==> config.mk <==
export PLATFORM = sky130hd
export DESIGN_NAME = modq_arbiter
export DESIGN_NICKNAME = d
export VERILOG_FILES = /design/src/rtl/modq_pkg.sv /design/src/rtl/modq_arbiter_rr.sv /design/src/rtl/modq_arbiter.sv
export SDC_FILE = /design/constraint.sdc
export NUM_CORES = 1
export LEC_CHECK = 0
export ABC_AREA = 0
export CAP_MARGIN = 10
export CORE_ASPECT_RATIO = 0.9
export CORE_MARGIN = 10
export CORE_UTILIZATION = 39
export CTS_CLUSTER_DIAMETER = 30
export CTS_CLUSTER_SIZE = 8
export DETAILED_ROUTE_END_ITERATION = 10
export PLACE_DENSITY = 0.94
export SKIP_CTS_REPAIR_TIMING = 1
export SLEW_MARGIN = 20
export SYNTH_ARGS = -nofsm -noshare
export SYNTH_HDL_FRONTEND = slang
export SYNTH_SLANG_ARGS = --single-unit
==> constraint.sdc <==
create_clock -name clock -period 5.4 [get_ports clock]
set_clock_uncertainty 0.15 [all_clocks]
set_input_delay 1.62 -clock clock [delete_from_list [all_inputs] [get_ports clock]]
set_output_delay 1.62 -clock clock [all_outputs]
set_load 0.02 [all_outputs]
==> src/rtl/modq_pkg.sv <==
// modq_pkg: shared constants, FSM state type and a reference reduction helper
// for the mod-Q arbiter slice (Q = 3329).
package modq_pkg;

   localparam int N_DEFAULT    = 25;    // operand/result width in bits
   localparam int Q            = 3329;  // reduction modulus
   localparam int NREQ_DEFAULT = 4;     // requesters sharing one reducer

   typedef enum logic [1:0] {
      ST_IDLE  = 2'd0,
      ST_ISSUE = 2'd1,
      ST_WAIT  = 2'd2,
      ST_RESP  = 2'd3
   } state_t;

   // Reference reduction of a signed value into 0..Q-1.
   function automatic int mod_q(input int x);
      int r;
      r = x % Q;
      if (r < 0) r = r + Q;
      return r;
   endfunction

endpackage

==> src/rtl/modq_arbiter_rr.sv <==
// rr_arbiter: combinational round-robin picker. The search starts one past
// ptr (mod NREQ) and returns a one-hot grant of the first set req bit.
module rr_arbiter #(
   parameter int NREQ = 4,
   parameter int IW   = (NREQ > 1) ? $clog2(NREQ) : 1
) (
   input  logic [NREQ-1:0] req,
   input  logic [IW-1:0]   ptr,
   output logic [NREQ-1:0] grant
);

   logic          found;
   logic [IW-1:0] idx;

   // Walk the requesters in rotated order and keep the first valid one.
   always_comb begin
      // NOTE: every variable assigned here gets a default first, so no path
      // can leave one unassigned and infer a latch.
      grant = '0;
      found = 1'b0;
      idx   = '0;
      for (int off = 1; off <= NREQ; off++) begin
         idx = IW'((int'(ptr) + off) % NREQ);
         if (!found && req[idx]) begin
            grant[idx] = 1'b1;
            found      = 1'b1;
         end
      end
   end

endmodule

==> src/rtl/modq_arbiter.sv <==
// modq_arbiter: shares one mod-Q reduction unit among NREQ requesters.
// One transaction in flight: IDLE -> ISSUE -> WAIT -> RESP -> IDLE.
// Optional watchdog on the WAIT state is enabled by defining MODQ_ARB_TIMEOUT_EN.
module modq_arbiter
   import modq_pkg::*;
#(
   parameter int  N              = N_DEFAULT,
   parameter int  NREQ           = NREQ_DEFAULT,
   parameter int  TIMEOUT_CYCLES = 64,
   localparam int IW             = (NREQ > 1) ? $clog2(NREQ) : 1
) (
   input  logic              clock,
   input  logic              reset,
   input  logic [NREQ-1:0]   req_valid,
   input  logic [NREQ*N-1:0] req_data,
   output logic [NREQ-1:0]   req_ready,
   output logic              red_start,
   output logic [N-1:0]      red_operand,
   input  logic              red_done,
   input  logic [N-1:0]      red_result,
   output logic              rsp_valid,
   input  logic              rsp_ready,
   output logic [IW-1:0]     rsp_id,
   output logic [N-1:0]      rsp_data,
   output logic              busy,
   output logic              err
);

   state_t          state_q;
   state_t          state_d;
   logic [IW-1:0]   ptr_q;
   logic [NREQ-1:0] grant;
   logic [IW-1:0]   grant_idx;
   logic [N-1:0]    grant_data;
   logic            accept;
   logic            timeout;

   rr_arbiter #(
      .NREQ (NREQ),
      .IW   (IW)
   ) u_rr (
      .req   (req_valid),
      .ptr   (ptr_q),
      .grant (grant)
   );

   // Encode the one-hot grant and select the winning operand slice.
   always_comb begin
      grant_idx  = '0;
      grant_data = '0;
      for (int i = 0; i < NREQ; i++) begin
         if (grant[i]) begin
            grant_idx  = IW'(i);
            grant_data = req_data[i*N +: N];
         end
      end
   end

   // Next-state and FSM outputs; everything is forced low while reset is held.
   always_comb begin
      state_d   = state_q;
      req_ready = '0;
      red_start = 1'b0;
      rsp_valid = 1'b0;
      busy      = 1'b0;
      if (!reset) begin
         case (state_q)
            ST_IDLE: begin
               req_ready = grant;
               if (|grant) state_d = ST_ISSUE;
            end
            ST_ISSUE: begin
               busy      = 1'b1;
               red_start = 1'b1;
               state_d   = ST_WAIT;
            end
            ST_WAIT: begin
               busy = 1'b1;
               if (red_done || timeout) state_d = ST_RESP;
            end
            ST_RESP: begin
               busy      = 1'b1;
               rsp_valid = 1'b1;
               if (rsp_ready) state_d = ST_IDLE;
            end
            default: state_d = ST_IDLE;
         endcase
      end
   end

   // A transfer happens exactly when a one-hot ready bit is presented.
   assign accept = |req_ready;

   // State register and round-robin pointer; reset points ptr at the last
   // requester so that requester 0 wins first.
   always_ff @(posedge clock) begin
      // NOTE: sequential state uses non-blocking assignments so every flop
      // samples pre-edge values regardless of block evaluation order.
      if (reset) begin
         state_q <= ST_IDLE;
         ptr_q   <= IW'(NREQ - 1);
      end else begin
         state_q <= state_d;
         if (accept) ptr_q <= grant_idx;
      end
   end

   // Datapath captures: operand/id on accept, result on red_done in WAIT.
   always_ff @(posedge clock) begin
      // NOTE: these data registers drive outputs that must read zero after
      // reset, so unlike pure pipeline data they are reset explicitly.
      if (reset) begin
         red_operand <= '0;
         rsp_id      <= '0;
         rsp_data    <= '0;
      end else begin
         if (accept) begin
            red_operand <= grant_data;
            rsp_id      <= grant_idx;
         end
         if (state_q == ST_WAIT && red_done) begin
            rsp_data <= red_result;
         end else if (timeout) begin
            rsp_data <= '0;
         end
      end
   end

`ifdef MODQ_ARB_TIMEOUT_EN
   localparam int CW = $clog2(TIMEOUT_CYCLES + 1);

   logic [CW-1:0] wait_cnt;

   assign timeout = (state_q == ST_WAIT) && !red_done &&
                    (wait_cnt == CW'(TIMEOUT_CYCLES - 1));

   // Watchdog: count cycles spent in WAIT and latch err on expiry.
   always_ff @(posedge clock) begin
      if (reset) begin
         wait_cnt <= '0;
         err      <= 1'b0;
      end else begin
         if (state_q == ST_WAIT) wait_cnt <= wait_cnt + 1'b1;
         else                    wait_cnt <= '0;
         if (timeout) err <= 1'b1;
      end
   end
`else
   logic unused_timeout_cfg;

   assign unused_timeout_cfg = (TIMEOUT_CYCLES > 0);
   assign timeout            = 1'b0;
   assign err                = 1'b0;
`endif

endmodule

=== After elaboration in Yosys (flattened, before gate mapping) ===
Index checks and enable logic that the tools add are counted.
Widths: inputs -> output; s select.

* $add $sub $neg: 4
* Magnitude comparators: 8
* Equal/unequal tests: 6
* Mux-type cells: 42
* Bitwise gates (word level): 3
* Reductions and logical operators: 16

{| class="wikitable"
|+ Operator list
! cell !! count
|-
| $mux 25 || 4
|-
| $mux 4 || 6
|-
| $mux 1 || 18
|-
| $lt 2x3->1 const B || 4
|-
| $or 4x4->4 || 3
|-
| $mux 2 || 5
|-
| $bmux 1 s2 || 4
|-
| $demux 1 s2 || 4
|-
| $ge 2x1->1 const B || 4
|-
| $logic_and 1x1->1 || 8
|-
| $pmux 2 s4 || 1
|-
| $reduce_or 4->1 || 2
|-
| $ne 2x2->1 const B || 3
|-
| $add 2x1->2 const B || 2
|-
| $add 2x2->2 const B || 2
|-
| $eq 2x2->1 const B || 2
|-
| $logic_not 1->1 || 3
|-
| $reduce_and 3->1 || 1
|-
| $reduce_or 3->1 || 1
|-
| $eq 2x1->1 const B || 1
|-
| $logic_not 2->1 || 1
|}

* Register bits after elaboration: 56
* Input port bits: 133
* Output and inout port bits: 60
* Word-level logic and storage cells: 84

=== Longest topological paths before layout ===
* Depth in word-level cells: 17
* Gate-level depth with buffers: 12
* Mapped depth without buffers: 9

=== Hierarchy ===
From an unflattened synthesis, not the netlist that was laid out.

* Cell total of the unflattened synthesis: 425
* Area total of the unflattened synthesis: 3,462.1 sq um

{| class="wikitable"
|+ Modules (own cells, without submodules)
! module !! times used !! cells an instance !! area an instance (sq um) !! sequential area each (sq um)
|-
| modq_arbiter || 1 || 387 || 3,104.2 || 1,121.1
|-
| rr_arbiter || 1 || 38 || 357.8 || 0.0
|}

=== Least setup slack after synthesis ===
Ideal clock, no wire load.

* Path kind: input port to output port
* From: input port req_valid[1]
* To: output port req_ready[3]
* Data arrival time: 3.196 ns
* Data required time: 3.630 ns
* Setup slack: 0.434 ns
* Cell stages on the path: 5
* Path buffers: 1
* Path through: mux4_2 -> a211o_1 -> a22oi_1 -> clkbuf_1 -> nor2_1

* Word-level cells in the longest chain between the ends: 14
* Elaborated cells between the ends (all ways): 26
* Those cells by class: mux (17); bitwise (3); reduce/logical (6)

{| class="wikitable"
|+ Ends and longest elaborated chain
! what !! RTL line !! source
|-
| from (decl) || modq_arbiter.sv:14 || <nowiki>input logic [NREQ-1:0] req_valid,</nowiki>
|-
| $bmux 1 s2 || modq_arbiter_rr.sv:24 || <nowiki>if (!found && req[idx]) begin</nowiki>
|-
| $mux 1 (not written as such) || modq_arbiter_rr.sv:24 ||
|-
| $mux 1 || modq_arbiter_rr.sv:24 ||
|-
| $logic_not 1->1 || modq_arbiter_rr.sv:24 ||
|-
| $logic_and 1x1->1 || modq_arbiter_rr.sv:24 ||
|-
| $mux 1 || modq_arbiter_rr.sv:24 ||
|-
| $logic_not 1->1 || modq_arbiter_rr.sv:24 ||
|-
| $logic_and 1x1->1 || modq_arbiter_rr.sv:24 ||
|-
| $mux 1 || modq_arbiter_rr.sv:24 ||
|-
| $logic_not 1->1 || modq_arbiter_rr.sv:24 ||
|-
| $logic_and 1x1->1 || modq_arbiter_rr.sv:24 ||
|-
| $mux 4 * || modq_arbiter_rr.sv:24 ||
|-
| $mux 4 * || modq_arbiter.sv:67 || <nowiki>case (state_q)</nowiki>
|-
| $mux 4 * || modq_arbiter.sv:66 || <nowiki>if (!reset) begin</nowiki>
|-
| to (decl) || modq_arbiter.sv:16 || <nowiki>output logic [NREQ-1:0] req_ready,</nowiki>
|}

Mark *: on every way between the ends. The rest lies on a longest branch, timed or not. The select of a mux whose other input is x is not followed.

=== Worst setup path after layout ===
* From: input port req_valid[2]
* To: output port req_ready[3]

The elaborated chain is that of the path after synthesis.

==> reports/results.ini <==
[critical_path]
startpoint_type = input pin
ff2ff_path_depth = 11
crit_cells = 9
cpMostUsedCell = buf_4
arrival_ns = 3.55
cp_top_family = buffers and inverters
worstSetupPathType = in -> out
crit_buf_inv = 4
critPathSlowestCell = clkdlybuf4s50_1
required_ns = 3.63
cp_slowest_stage_delay_ns = 0.52
crit_fanout = 3
crit_chain = clkdlybuf4s50_1 -> buf_4 -> mux2i_1 -> mux2_2 -> buf_4 -> a211o_1 -> a22oi_2 -> nor2_1 -> dlymetal6s2s_1
end_kind = output port

[clocking]
cts_made_buffers = 5
insertion_delay_ns = 0.31
cts-root-buf = clkbuf_8
clock_path_buffers = 2
clk_pin_slew_ns = 0.10
cts_max_level = 2
clock_sinks = 56
cts_tree = yes

[floorplan]
core_um2 = 8184
die-width_um = 117.5
io_pins = 193
rows = 31
initial_core_util_pct = 40.79
fp.dieH_um = 107.8
dieArea_um2 = 12670

[synthesis]
syn-cell-area_um2 = 3338
synth_top_cell_area_share_pct = 33.58
yosys.area.top_type = dfxtp_1
synthCells = 442
synth_common_cells = 62 x nand2_1, 56 x dfxtp_1, 55 x o21ai_0
synth.most_common_cell = nand2_1
ys.flop_type = dfxtp_1
async_flop_share_pct = 0
synth_mux_area_share_pct = 4.273
synth_seq_cells = 56
ys_seq_area_share_pct = 33.58
synth_nets = 588
yosys.area_share.simple_pct = 13.46
synth-edff-count = 0
avgSynthCellArea_um2 = 7.552
yosys_warnings = 0
synth_fa_ha_area_share_pct = 4.873
synth-xor-area-share_pct = 0
synthDistinctLibCells = 41
synthTopCellsByArea = dfxtp_1 34%, o21ai_0 8.2%, nand2_1 7.0%, a311oi_1 6.6%, o311ai_1 5.2%
synth_compound_area_share_pct = 33.92
synth_top_family_by_area = compound AO/OA/AOI/OAI gates

[sta]
holdWs_ns = 0.3105
finalCritPeriodShare_pct = 98.51
max_freq_mhz = 188.0
hold_viol = 0
fin_crit_ns = 5.319
tightest_slew_ns = 0.8433
slew-limit-headroom_pct = 43.78
tns_ns = 0
slew_viol_final = 0
setup_viol = 0

[cells_and_area]
utilization_pct = 67.53
antennaDiodeCount = 0
drive_above_1_share_pct = 7.631
nNetsFinal = 774
area_growth_pct = 65.55

[status]
status = finished, final reports clean

[drt]
drt-vias-per-instance = 5.449
wl_per_cell_um = 18.36
wl_um = 13660
num_vias = 4054
drtAntennaViolNets = 0
drtIter0Drc = 284
drt_drc_violations_left = 0
first_pass_iters = 5

[global_routing]
grt_max_degree = 56
grt_usage_pct = 20.40
grt_antenna_before_repair = 0
grt_overflow = 0
grt_pass1_vias = 4119
grt_pass1_wl_um = 21510

[pwr]
power.density_nw_per_um2 = 517.1
ir_drop_mv = 0.2587
power_mw = 2.858
p_leak_nw = 2.128

[placement]
io_buffers = 191
hpwl_um = 10750
place_congestion = 0.9407

[flow_run]
maxCapViolCount = 0

[min_path]
hold_depth = 2
hold_class = reg -> reg

[report_power, final]
part | total (mW) | switching, mW | internal, mW
sequential | 0.590 | 0.0647 | 0.526
clock | 0.239 | 0.147 | 0.0926
combinational | 2.03 | 1.18 | 0.849
total | 2.86 | 1.39 | 1.47
[cell families (layout without fill, tap and decap cells)]
| group | after synthesis | count (layout) |
|---|---|---|
| AO/OA/AOI/OAI | 176 | 176 |
| AND/OR/NAND/NOR | 111 | 111 |
| adder cells (fa/ha/maj) | 13 | 13 |
| buffers and inverters | 75 | 262 |
| flip-flops | 56 | 56 |
| multiplexers | 10 | 10 |
| other | 1 | 1 |
[worst paths after layout]
kind	from	endpoint	slack (ns)
worst max register to register	ptr_q[1]$_SDFFE_PP1P_	red_operand[2]$_SDFFE_PP0P_	1.62
worst min register to register	rsp_data[19]$_SDFFE_PP0P_	rsp_data[19]$_SDFFE_PP0P_	0.31
worst max-delay path	req_valid[2]	req_ready[3]	0.08
worst min-delay path	rsp_data[19]$_SDFFE_PP0P_	rsp_data[19]$_SDFFE_PP0P_	0.31
[state kept, by name (all words and copies together) (netlist names)]
name / cells
red_operand: 25
rsp_data: 25
ptr_q: 2
rsp_id: 2
state_q: 2
[final cells by class]
class	count	area [um2]
Fill cell	650	2658
Timing Repair Buffer	217	2117
Multi-Input combinational cell	311	1916
Sequential cell	56	1121
Tap cell	115	143.9
Inverter	37	138.9
Clock buffer	5	68.82
Clock inverter	3	21.27
[layout by cell type (no fill, tap or decap), drive strengths merged, types with 2 or more instances in the layout]
cell type,instances
o21ai,74
and2,3
o311ai,24
clkdlybuf4s50,186
a31oi,2
dfxtp,56
mux2i,6
inv,38
nor2,36
clkbuf,6
a211oi,2
dlymetal6s2s,3
nand2b,5
a311oi,25
a21oi,30
mux4,3
buf,27
o221ai,2
nand2,62
ha,13
a22oi,2
o22ai,8
a211o,2
[layer usage]
metal / global-route usage, % / part of all wire (%) / up-vias
met2: 34.03 / 46 / 243
met3: 9.754 / 12 / 33
li1: - / - / 1956
met4: 7.231 / 2.6 / 0
met5: 0 / 0 / -
met1: 22.40 / 39 / 1822
[worst min-delay path, cell delays in order, from the launching register on]
cell and delay (ns):
dfxtp_1 0.32, nand2_1 0.05, a21oi_1 0.05
[per-stage QoR]
| stage | cell area (um2) | setup slack, ns | cells |
|---|---|---|---|
| floorplan | 3338 | 0.4340 | 442 |
| CTS | 5519 | -0.2991 | 744 |
| finish | 5527 | 0.08050 | 744 |
| global route | 5527 | -0.01523 | 744 |
| detailed placement | 5429 | -0.3023 | 736 |
| global placement | 5429 | -0.2383 | 736 |
Note: power is estimated with default switching activity, not from simulation.
